### src/rtl/sram_input_ctrl.sv
// rtl/sram_input_ctrl.sv - input SRAM initiator: stream LOAD and prefetching READ
// LOAD writes accepted beats to consecutive addresses; READ prefetches into a 3-entry FIFO.
module sram_input_ctrl #(
  parameter int ADDR_W = 11,
  parameter int DATA_W = 32,
  parameter int DEPTH  = 2048,
  parameter int LEN_W  = 12
) (
  input  logic              CLK,
  input  logic              RESET,
  input  logic              load_start,
  input  logic              read_start,
  input  logic [ADDR_W-1:0] base,
  input  logic [LEN_W-1:0]  len,
  input  logic              in_valid,
  input  logic [DATA_W-1:0] in_data,
  output logic              in_ready,
  output logic              out_valid,
  output logic [DATA_W-1:0] out_data,
  input  logic              out_ready,
  output logic              busy,
  output logic              done,
  output logic              sram_cen,
  output logic              sram_wen,
  output logic [ADDR_W-1:0] sram_a,
  output logic [DATA_W-1:0] sram_d,
  input  logic [DATA_W-1:0] sram_q
);

  typedef enum logic [1:0] {IDLE, LOAD, READ} state_t;

  state_t            state;
  logic [ADDR_W-1:0] base_r;
  logic [LEN_W-1:0]  len_r;
  logic [LEN_W-1:0]  cnt;
  logic [LEN_W-1:0]  popped;
  logic              inflight;
  logic [DATA_W-1:0] fifo [3];
  logic [1:0]        wr_ptr;
  logic [1:0]        rd_ptr;
  logic [1:0]        fifo_count;

  logic              load_fire;
  logic              issue;
  logic              pop;
  logic [2:0]        occupancy;
  logic [ADDR_W-1:0] addr;

  always_comb begin
    occupancy = {1'b0, fifo_count} + {2'b00, inflight};
    addr      = ADDR_W'((LEN_W'(base_r) + cnt) % LEN_W'(DEPTH));
    load_fire = (state == LOAD) && in_valid;
    // A read already in flight reserves its FIFO slot, so the FIFO can never overflow.
    issue     = (state == READ) && (cnt < len_r) && (occupancy < 3'd3);
    pop       = out_valid && out_ready;
  end

  assign in_ready  = (state == LOAD);
  assign busy      = (state != IDLE);
  assign out_valid = (fifo_count != 2'd0);
  assign out_data  = out_valid ? fifo[rd_ptr] : '0;
  assign sram_cen  = !(load_fire || issue);
  assign sram_wen  = !load_fire;
  assign sram_a    = (load_fire || issue) ? addr : '0;
  assign sram_d    = load_fire ? in_data : '0;

  always_ff @(posedge CLK or posedge RESET) begin
    if (RESET) begin
      state      <= IDLE;
      base_r     <= '0;
      len_r      <= '0;
      cnt        <= '0;
      popped     <= '0;
      inflight   <= 1'b0;
      wr_ptr     <= 2'd0;
      rd_ptr     <= 2'd0;
      fifo_count <= 2'd0;
      done       <= 1'b0;
      for (int k = 0; k < 3; k++) fifo[k] <= '0;
    end else begin
      done     <= 1'b0;
      inflight <= issue;
      if (inflight) begin
        fifo[wr_ptr] <= sram_q;
        wr_ptr       <= (wr_ptr == 2'd2) ? 2'd0 : wr_ptr + 2'd1;
      end
      if (pop) rd_ptr <= (rd_ptr == 2'd2) ? 2'd0 : rd_ptr + 2'd1;
      fifo_count <= fifo_count + {1'b0, inflight} - {1'b0, pop};

      case (state)
        IDLE: begin
          if (load_start || read_start) begin
            base_r <= base;
            len_r  <= len;
            cnt    <= '0;
            popped <= '0;
            if (len == '0) done <= 1'b1;
            else state <= load_start ? LOAD : READ;
          end
        end
        LOAD: begin
          if (load_fire) begin
            cnt <= cnt + LEN_W'(1);
            if (cnt == len_r - LEN_W'(1)) begin
              state <= IDLE;
              done  <= 1'b1;
            end
          end
        end
        READ: begin
          if (issue) cnt <= cnt + LEN_W'(1);
          if (pop) begin
            popped <= popped + LEN_W'(1);
            if (popped == len_r - LEN_W'(1)) begin
              state <= IDLE;
              done  <= 1'b1;
            end
          end
        end
        default: state <= IDLE;
      endcase
    end
  end

endmodule

### config.mk
export PLATFORM = sky130hd
export DESIGN_NAME = sram_input_ctrl
export DESIGN_NICKNAME = d
export VERILOG_FILES = /design/src/rtl/sram_input_ctrl.sv
export SDC_FILE = /design/constraint.sdc
export NUM_CORES = 1
export LEC_CHECK = 0
export BUFFER_PORTS_ARGS = -buffer_cell sky130_fd_sc_hd__buf_2
export CAP_MARGIN = 20
export CORE_ASPECT_RATIO = 0.8
export CORE_MARGIN = 5
export CORE_UTILIZATION = 50
export DETAILED_ROUTE_END_ITERATION = 12
export PLACE_DENSITY = 0.86
export SYNTH_ARGS = -nofsm -noshare
export SYNTH_HDL_FRONTEND = slang
export SYNTH_SLANG_ARGS = --single-unit
### constraint.sdc
create_clock -name CLK -period 6.3 [get_ports CLK]
set_input_delay 1.26 -clock CLK [delete_from_list [all_inputs] [get_ports CLK]]
set_output_delay 1.26 -clock CLK [all_outputs]
set_load 0.1 [all_outputs]
==> flow_metrics.py, run 1 <==
metrics = {
    "run_status": {
        "status": "finished clean",
    },
    "sta": {
        "max_freq_ghz": 0.212,
        "hold_ws_ns": 0.504,
        "worst_pin_slew_ns": 1.10,
        "finClkSkew_ns": 0.00802,
        "rsz0062_at_grt": "false",
        "finalHoldViolCount": 0,
        "finalSetupViolCount": 0,
        "fin_crit_sh": 0.748,
        "layout_min_cycle_time_ns": 4.71,
        "slew_headroom": 0.264,
        "fin_setup_tns_ns": 0,
        "drv_slew": 0,
    },
    "drt": {
        "vias_per_cell": 5.63,
        "ant_nets": 0,
        "drt_pass1_iterations": 5,
        "wirelength_mm": 21.3,
        "initialDrtViolationCount": 503,
        "wl_per_cell_um": 17.4,
        "drc": 0,
        "num_vias": 6904,
    },
    "yosys": {
        "synth_area_per_cell_um2": 10.4,
        "yosysSeqAreaShare": 0.440,
        "synthCells": 839,
        "ys_types": 61,
        "synth_top_cell_by_area": "dfrtp_1",
        "post-synth-top-count-cell": "dfrtp_1",
        "yosys-top-cells-area": "dfrtp_1, mux2_2, ha_1",
        "ys_ff_latch": 153,
        "syn-num-nets": 966,
        "syn-cell-area_um2": 8710,
        "async_reset_ff_frac": 1.00,
        "synth_top_area_share": 0.440,
        "synth-edff-count": 0,
        "synthFlopType": "dfrtp_1",
        "yosys_warnings": 0,
        "synth.top_cells.by_count": "dfrtp_1, mux2_2, nor2_1, a21oi_1, clkbuf_1",
    },
    "clocking": {
        "cts-htree-levels": 4,
        "cts_setup_buffers": 0,
        "clockBufferDepth": 2,
        "cts_resized": 0,
        "cts_inserted_buffers": 17,
        "cts_sinks": 153,
        "cts_root_buf": "clkbuf_16",
        "clk_pin_slew_ns": 0.06,
        "clock_latency_ns": 0.43,
        "cts_tree": "built",
        "cts_hold_buf": 0,
    },
    "worst_setup_path": {
        "r2r_cells": 9,
        "crit-reg2reg-launch": "len_r[0]$_DFFE_PP0P_",
        "cp_cell_sequence": "ha_1 -> fa_1 -> a21o_1 -> a21oi_1 -> o21bai_1 -> a21oi_1 -> o21ai_0 -> and4_1 -> nor4_4 -> buf_2",
        "worstSetupEndpointType": "output port",
        "r2r_slack_ns": 2.86,
        "cp_max_fo": 4,
        "path_depth": 10,
        "crit_end": "sram_a[10]",
        "worstPathRequired_ns": 5.04,
        "critPathMaxStageDelay_ns": 0.47,
        "cpMostUsedCell": "a21oi_1",
        "worst-setup-path-type": "reg -> out",
        "critPathBufInv": 1,
        "worstReg2RegEnd": "state[1]$_DFFE_PP0P_",
        "cp_slowest_cell": "buf_2",
        "critPathLaunch": "cnt[0]$_DFFE_PP0P_",
        "start_kind": "flop",
        "crit_family": "compound AO/OA/AOI/OAI gates",
        "crit_arrival_ns": 3.45,
    },
    "placed_design": {
        "place_area_um2": 9750,
        "gp_congestion": 0.893,
        "hpwl_mm": 14.7,
        "numPlacedInstances": 1193,
        "port_buffers": 173,
    },
    "cells_and_area": {
        "nets": 1114,
        "final_cells": 1226,
        "seqCellArea_um2": 3830,
        "drive_gt1_frac": 0.352,
        "fill_cells": 1392,
        "post-route-cell-area_um2": 10400,
        "multiInputGateArea_um2": 4570,
        "area_growth_pct": 18.9,
    },
    "global_routing": {
        "grt-ovfl-total": 0,
        "track_usage": 0.209,
        "grt_pass1_vias": 6858,
        "grt_pass1_wl_mm": 33.7,
        "grt_max_degree": 98,
        "antenna_found_initial": 1,
    },
    "die": {
        "die_y_um": 128,
        "core_area_um2": 17200,
        "fp.dieW_um": 158,
        "initial_utilization": 0.506,
        "die_area_um2": 20200,
        "io_pins": 174,
        "row_count": 43,
    },
    "min_path": {
        "holdCritPathClass": "reg -> reg",
        "hp-start": "fifo[19]$_DFFE_PP0P_",
    },
    "flow_run": {
        "drv_cap": 0,
    },
}
==> cell usage in the layout (no fill, tap or decap), types with 25 or more instances in the layout <==
cell     synthesis  routed
inv_1           33      32
mux2_2         120     120
a21oi_1         46      46
and3_1          35      35
ha_1            33      33
nand2_1         34      34
mux2i_1         37      37
dfrtp_1        153     152
xnor2_1         25      25
buf_2            4     173
nor2_1         100      99
==> kinds of logic (layout without fill, tap and decap cells) <==
kind of cell	Yosys count	after routing	synth area share
adder cells (fa/ha/maj)	34	34	0.0497
flip-flops	153	153	0.440
AO/OA/AOI/OAI	117	117	0.0866
multiplexers	157	157	0.198
buffers and inverters	87	248	0.0394
other	0	1	0
XOR/XNOR	47	47	0.0504
AND/OR/NAND/NOR	244	244	0.137
==> layer usage <==
metal	global-route usage	vias to the layer above	share of wire
met1	0.263	3394	0.42
met4	0.0713	0	0.020
met5	0	-	0
met2	0.350	210	0.49
met3	0.0553	41	0.070
li1	-	3259	-
==> flip-flops by register name, indices dropped and copies added (netlist names) <==
register and count:
base_r 11, len_r 12, inflight 1, fifo 96, state 2, wr_ptr 2, cnt 12, popped 12
done 1, rd_ptr 2, fifo_count 2
==> worst register-to-register path, cell delays in order (launching register included) <==
cell and delay, ns:
dfrtp_1 0.47, inv_1 0.10, ha_1 0.21, or3b_1 0.50, nor4_1 0.60, xnor2_1 0.18, xnor2_1 0.15, or4_1 0.55
a221o_1 0.43, mux2i_1 0.15
==> stage by stage <==
step	util	worst slack, ns
2_1_floorplan	-	0.0800
3_3_place_gp	0.566	2.17
3_5_place_dp	0.566	2.05
4_1_cts	0.602	1.58
5_1_grt	0.602	1.39
6_report	0.602	1.59
==> area by class of cell <==
cell class	instances	area share
multi-input cells	599	0.441
flip-flops and latches	153	0.370
repair buffers	183	0.0908
clock buffers	17	0.0411
well taps	225	0.0272
clock inverters	15	0.0176
inverters	33	0.0124
diodes	1	0.000242
==> worst min path at each step <==
stage | cells after the start | slack [ns] | endpoint
after detailed placement | 1 | 0.49 | fifo[42]$_DFFE_PP0P_
final | 1 | 0.50 | fifo[19]$_DFFE_PP0P_
after floorplan | 1 | 0.47 | fifo_count[1]$_DFF_PP0_
after CTS | 1 | 0.51 | fifo[42]$_DFFE_PP0P_
after global routing | 1 | 0.51 | fifo[42]$_DFFE_PP0P_
after global placement | 1 | 0.49 | fifo[37]$_DFFE_PP0P_
Power of run 1 is left out: the tool's default activity adds up to more than one toggle a clock period on the data nets, which glitch-free logic cannot reach.
==> run 2: changes to the inputs <==
--- a/config.mk
+++ b/config.mk
@@ -11,7 +11,7 @@
 export CORE_MARGIN = 5
 export CORE_UTILIZATION = 50
 export DETAILED_ROUTE_END_ITERATION = 12
-export PLACE_DENSITY = 0.86
+export PLACE_DENSITY = 0.88
 export SYNTH_ARGS = -nofsm -noshare
 export SYNTH_HDL_FRONTEND = slang
 export SYNTH_SLANG_ARGS = --single-unit
==> constraint.sdc (replaced) <==
create_clock -name CLK -period 3.91 [get_ports CLK]
set_input_delay 0.782 -clock CLK [delete_from_list [all_inputs] [get_ports CLK]]
set_output_delay 0.782 -clock CLK [all_outputs]
set_load 0.1 [all_outputs]
==> run 2 against run 1 <==
Via count grew 0.87%. Non-clock buffer count grew 12. Sequential cell count is the same. Highest routed layer unchanged.
==> flow_metrics.py, run 2 (same netlist as run 1, synthesis figures left out) <==
metrics = {
    "global_routing": {
        "grt_max_degree": 91,
        "track_usage": 0.213,
        "grt_pass1_vias": 6911,
        "grt_pass1_wl_mm": 34.2,
        "grt-ovfl-total": 0,
        "antenna_found_initial": 0,
    },
    "clocking": {
        "cts_setup_buffers": 0,
        "cts_sinks": 153,
        "clock_latency_ns": 0.42,
        "cts_tree": "built",
        "cts-htree-levels": 4,
        "cts_root_buf": "clkbuf_16",
        "cts_hold_buf": 0,
        "clockBufferDepth": 2,
        "cts_inserted_buffers": 17,
        "clk_pin_slew_ns": 0.06,
    },
    "cells_and_area": {
        "max_flop_register": "fifo",
        "diodes": 0,
        "final_common_cell": "buf_2",
        "largest_reg_flops": 96,
        "drive_gt1_frac": 0.371,
        "final_cells": 1235,
        "nets": 1126,
        "most-common-layout-cells": "buf_2, dfrtp_1, mux2_2",
        "fill_cells": 1409,
        "area_growth_pct": 21.7,
    },
    "worst_setup_path": {
        "cpMostUsedCell": "a21oi_2",
        "worst-setup-path-type": "reg -> out",
        "cp_slowest_cell": "dfrtp_1",
        "crit_arrival_ns": 3.01,
        "cp_max_fo": 4,
        "critPathBufInv": 1,
        "cp_cell_sequence": "ha_1 -> fa_1 -> a21o_1 -> a21oi_2 -> o21bai_1 -> a21oi_2 -> o21ai_1 -> and4_1 -> nor4_4 -> buf_12",
        "start_kind": "flop",
        "worstPathRequired_ns": 3.13,
        "crit_family": "compound AO/OA/AOI/OAI gates",
        "worstSetupEndpointType": "output port",
        "r2r_slack_ns": 0.63,
        "critPathMaxStageDelay_ns": 0.41,
    },
    "sta": {
        "drv_slew": 0,
        "worst_pin_slew_ns": 1.05,
        "finalSetupViolCount": 0,
        "max_freq_ghz": 0.264,
        "finClkSkew_ns": 0.00828,
        "fin_crit_sh": 0.969,
        "slew_headroom": 0.297,
        "rsz0062_at_grt": "true",
        "finalHoldViolCount": 0,
        "hold_ws_ns": 0.416,
        "layout_min_cycle_time_ns": 3.79,
    },
    "run_status": {
        "status": "finished clean",
    },
    "die": {
        "die_area_um2": 20200,
        "initial_utilization": 0.506,
        "row_count": 43,
        "fp.dieW_um": 158,
        "core_area_um2": 17200,
        "io_pins": 174,
        "die_y_um": 128,
    },
    "flow_run": {
        "drv_cap": 0,
    },
    "drt": {
        "wirelength_mm": 21.4,
        "drc": 0,
        "num_vias": 6964,
        "drt_pass1_iterations": 5,
        "ant_nets": 0,
        "wl_per_cell_um": 17.3,
        "initialDrtViolationCount": 322,
        "vias_per_cell": 5.64,
    },
    "placed_design": {
        "numPlacedInstances": 1205,
        "hpwl_mm": 15.5,
        "gp_congestion": 0.916,
        "port_buffers": 173,
    },
    "min_path": {
        "holdCritPathClass": "in -> async",
    },
}
-- run 2: cell types whose count changed in the layout (fill, tap and decap cells not counted), sizes merged --
cell / previous run / this run
clkbuf: 17 / 24
bufinv: 2 / 4
inv: 41 / 37
diode: 1 / 0
buf: 183 / 188
-- run 2: final cells by class --
cell class,instances,area (um^2),area share
sequential,153,3830,0.361
multi-input combinational,599,4610,0.435
inverter,33,128,0.0120
clock inverter,13,193,0.0182
clock buffer,17,425,0.0401
tap,225,282,0.0266
timing repair buffer,195,1130,0.106
-- run 2: worst paths after layout --
kind / start / to / cells past startpoint
hold reg to reg: fifo[38]$_DFFE_PP0P_ / fifo[38]$_DFFE_PP0P_ / 1
max in group asynchronous: RESET / len_r[1]$_DFFE_PP0P_ / 3
setup reg to reg: len_r[0]$_DFFE_PP0P_ / state[1]$_DFFE_PP0P_ / 10
hold / removal: RESET / fifo[39]$_DFFE_PP0P_ / 2
min in group CLK: fifo[38]$_DFFE_PP0P_ / fifo[38]$_DFFE_PP0P_ / 1
setup / recovery: cnt[0]$_DFFE_PP0P_ / sram_a[10] / 10
-- run 2: layer usage --
| layer | vias to the layer above | GRT usage | wire [um] |
|---|---|---|---|
| met5 | - | 0 | 0 |
| met4 | 0 | 0.0622 | 324 |
| li1 | 3272 | - | - |
| met3 | 33 | 0.0493 | 1560 |
| met1 | 3413 | 0.290 | 9490 |
| met2 | 246 | 0.341 | 10000 |
-- run 2: through the flow --
stage	util	setup slack [ns]	setup TNS, ns	cell area [um^2]
floorplan	-	-0.365	-1.26	8770
global placement	0.578	0.488	0	9950
detailed placement	0.578	0.406	0	9950
CTS	0.614	0.0166	0	10600
global route	0.616	-0.0452	-0.0452	10600
finish	0.616	0.122	0	10600
-- run 2: timing repair --
| action | CTS | global route |
|---|---|---|
| pin swaps | 0 | 1 |
| cloned | 0 | 0 |
| gates resized for setup | 3 | 11 |
| setup endpoints to repair | 2 | 11 |
-- run 2: worst register-to-register path, delay by kind of cell (launching register included) --
| kind | cells | cell delay, ns |
|---|---|---|
| adders and majority gates | 1 | 0.19 |
| buffers and inverters | 1 | 0.10 |
| AOI/OAI and AO/OA | 3 | 0.95 |
| muxes | 1 | 0.13 |
| DFF | 1 | 0.49 |
| and+or+nand+nor | 4 | 1.32 |
Power of run 2 is left out for the same reason.
==> run 3: changes to the inputs <==
--- a/config.mk
+++ b/config.mk
@@ -9,9 +9,9 @@
 export CAP_MARGIN = 20
 export CORE_ASPECT_RATIO = 0.8
 export CORE_MARGIN = 5
-export CORE_UTILIZATION = 50
+export CORE_UTILIZATION = 51
 export DETAILED_ROUTE_END_ITERATION = 12
-export PLACE_DENSITY = 0.88
+export PLACE_DENSITY = 0.9
 export SYNTH_ARGS = -nofsm -noshare
 export SYNTH_HDL_FRONTEND = slang
 export SYNTH_SLANG_ARGS = --single-unit
==> constraint.sdc (replaced) <==
create_clock -name CLK -period 3.91 [get_ports CLK]
set_input_delay 0.1955 -clock CLK [delete_from_list [all_inputs] [get_ports CLK]]
set_output_delay 0.1955 -clock CLK [all_outputs]
set_load 0.1 [all_outputs]
==> run 3 against run 2 <==
The run now ends with hold timing left. Non-clock buffer count down 3. Die area fell by 1.8%. Routed wire length is 0.55% higher. Critical endpoint unchanged.
==> flow_metrics.py, run 3 (same netlist as run 1, synthesis figures left out) <==
metrics = {
    "run_status": {
        "status": "complete, but fails checks",
        "violations": "hold timing",
    },
    "die": {
        "io_pins": 174,
        "die_y_um": 127,
        "core_area_um2": 16700,
        "initial_utilization": 0.523,
        "die_area_um2": 19800,
        "fp.dieW_um": 156,
        "row_count": 42,
    },
    "sta": {
        "rsz0062_at_grt": "false",
        "slew_headroom": 0.288,
        "finClkSkew_ns": 0.0139,
        "layout_min_cycle_time_ns": 3.57,
        "max_freq_ghz": 0.280,
        "timing.final.ws_setup_ns": 0.336,
        "fin_crit_sh": 0.914,
        "worst_pin_slew_ns": 1.07,
        "drv_slew": 0,
        "finalHoldViolCount": 16,
        "fin_setup_tns_ns": 0,
        "finalSetupViolCount": 0,
        "hold_ws_ns": -0.0748,
    },
    "clocking": {
        "clock_latency_ns": 0.42,
        "clk_pin_slew_ns": 0.07,
        "cts_sinks": 153,
        "cts_root_buf": "clkbuf_16",
        "cts_resized": 0,
        "cts_tree": "built",
        "clockBufferDepth": 2,
        "cts_hold_buf": 8,
        "cts_setup_buffers": 0,
        "cts_inserted_buffers": 17,
        "cts-htree-levels": 4,
    },
    "drt": {
        "num_vias": 6966,
        "initialDrtViolationCount": 433,
        "drt_pass1_iterations": 5,
        "ant_nets": 0,
        "vias_per_cell": 5.67,
        "drc": 0,
        "wirelength_mm": 21.5,
        "wl_per_cell_um": 17.5,
    },
    "placed_design": {
        "pre_cts_ws_ns": 0.649,
        "port_buffers": 173,
        "hpwl_mm": 15.3,
        "gp_congestion": 0.955,
    },
    "min_path": {
        "holdCritPathClass": "in -> async",
    },
    "global_routing": {
        "track_usage": 0.220,
        "grt-ovfl-total": 0,
        "antenna_found_initial": 0,
        "grt_max_degree": 154,
        "grt_pass1_wl_mm": 35.3,
        "grt_pass1_vias": 7051,
    },
    "cells_and_area": {
        "final_core_util": 0.628,
        "most-common-layout-cells": "buf_2, dfrtp_1, mux2_2",
        "fill_cells": 1306,
        "drive_gt1_frac": 0.352,
        "max_flop_register": "fifo",
        "area_growth_pct": 20.1,
        "largest_reg_flops": 96,
        "nets": 1123,
        "final_common_cell": "buf_2",
        "diodes": 0,
    },
    "flow_run": {
        "drv_cap": 0,
    },
    "worst_setup_path": {
        "cp_max_fo": 4,
        "worstPathRequired_ns": 3.71,
        "worst-setup-path-type": "reg -> out",
        "worstSetupEndpointType": "output port",
        "crit_arrival_ns": 3.38,
        "start_kind": "flop",
    },
}
==> run 3: changes by cell type in the layout (fill, tap and decap cells not counted), sizes merged <==
cell	before	now
bufinv	4	2
dlygate4sd3	0	8
clkbuf	24	18
inv	37	40
buf	188	184
==> run 3: cell type report <==
type / instances / area, um^2 / share of cell area
tap: 220 / 275 / 0.0263
inverter: 33 / 128 / 0.0122
multi-input combinational: 599 / 4580 / 0.437
clock buffer: 18 / 439 / 0.0420
clock inverter: 14 / 174 / 0.0166
timing repair buffer: 192 / 1040 / 0.0995
sequential: 153 / 3830 / 0.366
==> run 3: worst paths after layout <==
kind	startpoint	to	slack (ns)	cells past startpoint
setup / recovery	cnt[0]$_DFFE_PP0P_	sram_a[10]	0.34	10
hold reg to reg	fifo[94]$_DFFE_PP0P_	fifo[94]$_DFFE_PP0P_	0.50	1
max in group asynchronous	RESET	rd_ptr[1]$_DFFE_PP0P_	3.25	3
hold / removal	RESET	fifo[36]$_DFFE_PP0P_	-0.07	3
min in group CLK	base[0]	base_r[0]$_DFFE_PP0P_	0.02	2
setup reg to reg	len_r[0]$_DFFE_PP0P_	state[0]$_DFFE_PP0P_	0.56	9
==> run 3: per-stage QoR <==
| step | cells | instance area [um^2] |
|---|---|---|
| 6_report | 1229 | 10500 |
| 5_1_grt | 1229 | 10500 |
| 3_5_place_dp | 1189 | 9770 |
| 3_3_place_gp | 1189 | 9770 |
| 2_1_floorplan | 839 | 8740 |
| 4_1_cts | 1229 | 10500 |
==> run 3: metal layers <==
metal / vias to the layer above / track usage / part of all wire
met2: 265 / 0.370 / 0.48
met4: 0 / 0.0684 / 0.017
li1: 3264 / - / -
met5: - / 0 / 0
met1: 3410 / 0.288 / 0.43
met3: 27 / 0.0453 / 0.080
==> run 3: critical path, stage by stage, from the launching register on <==
cell and delay [ns]:
dfrtp_1 0.41, ha_1 0.22, fa_1 0.42, a21o_1 0.18, a21oi_1 0.23, o21bai_1 0.09
a21oi_1 0.22, o21ai_0 0.22, and4_1 0.28, nor4_4 0.23, buf_2 0.46
Power of run 3 is left out for the same reason.
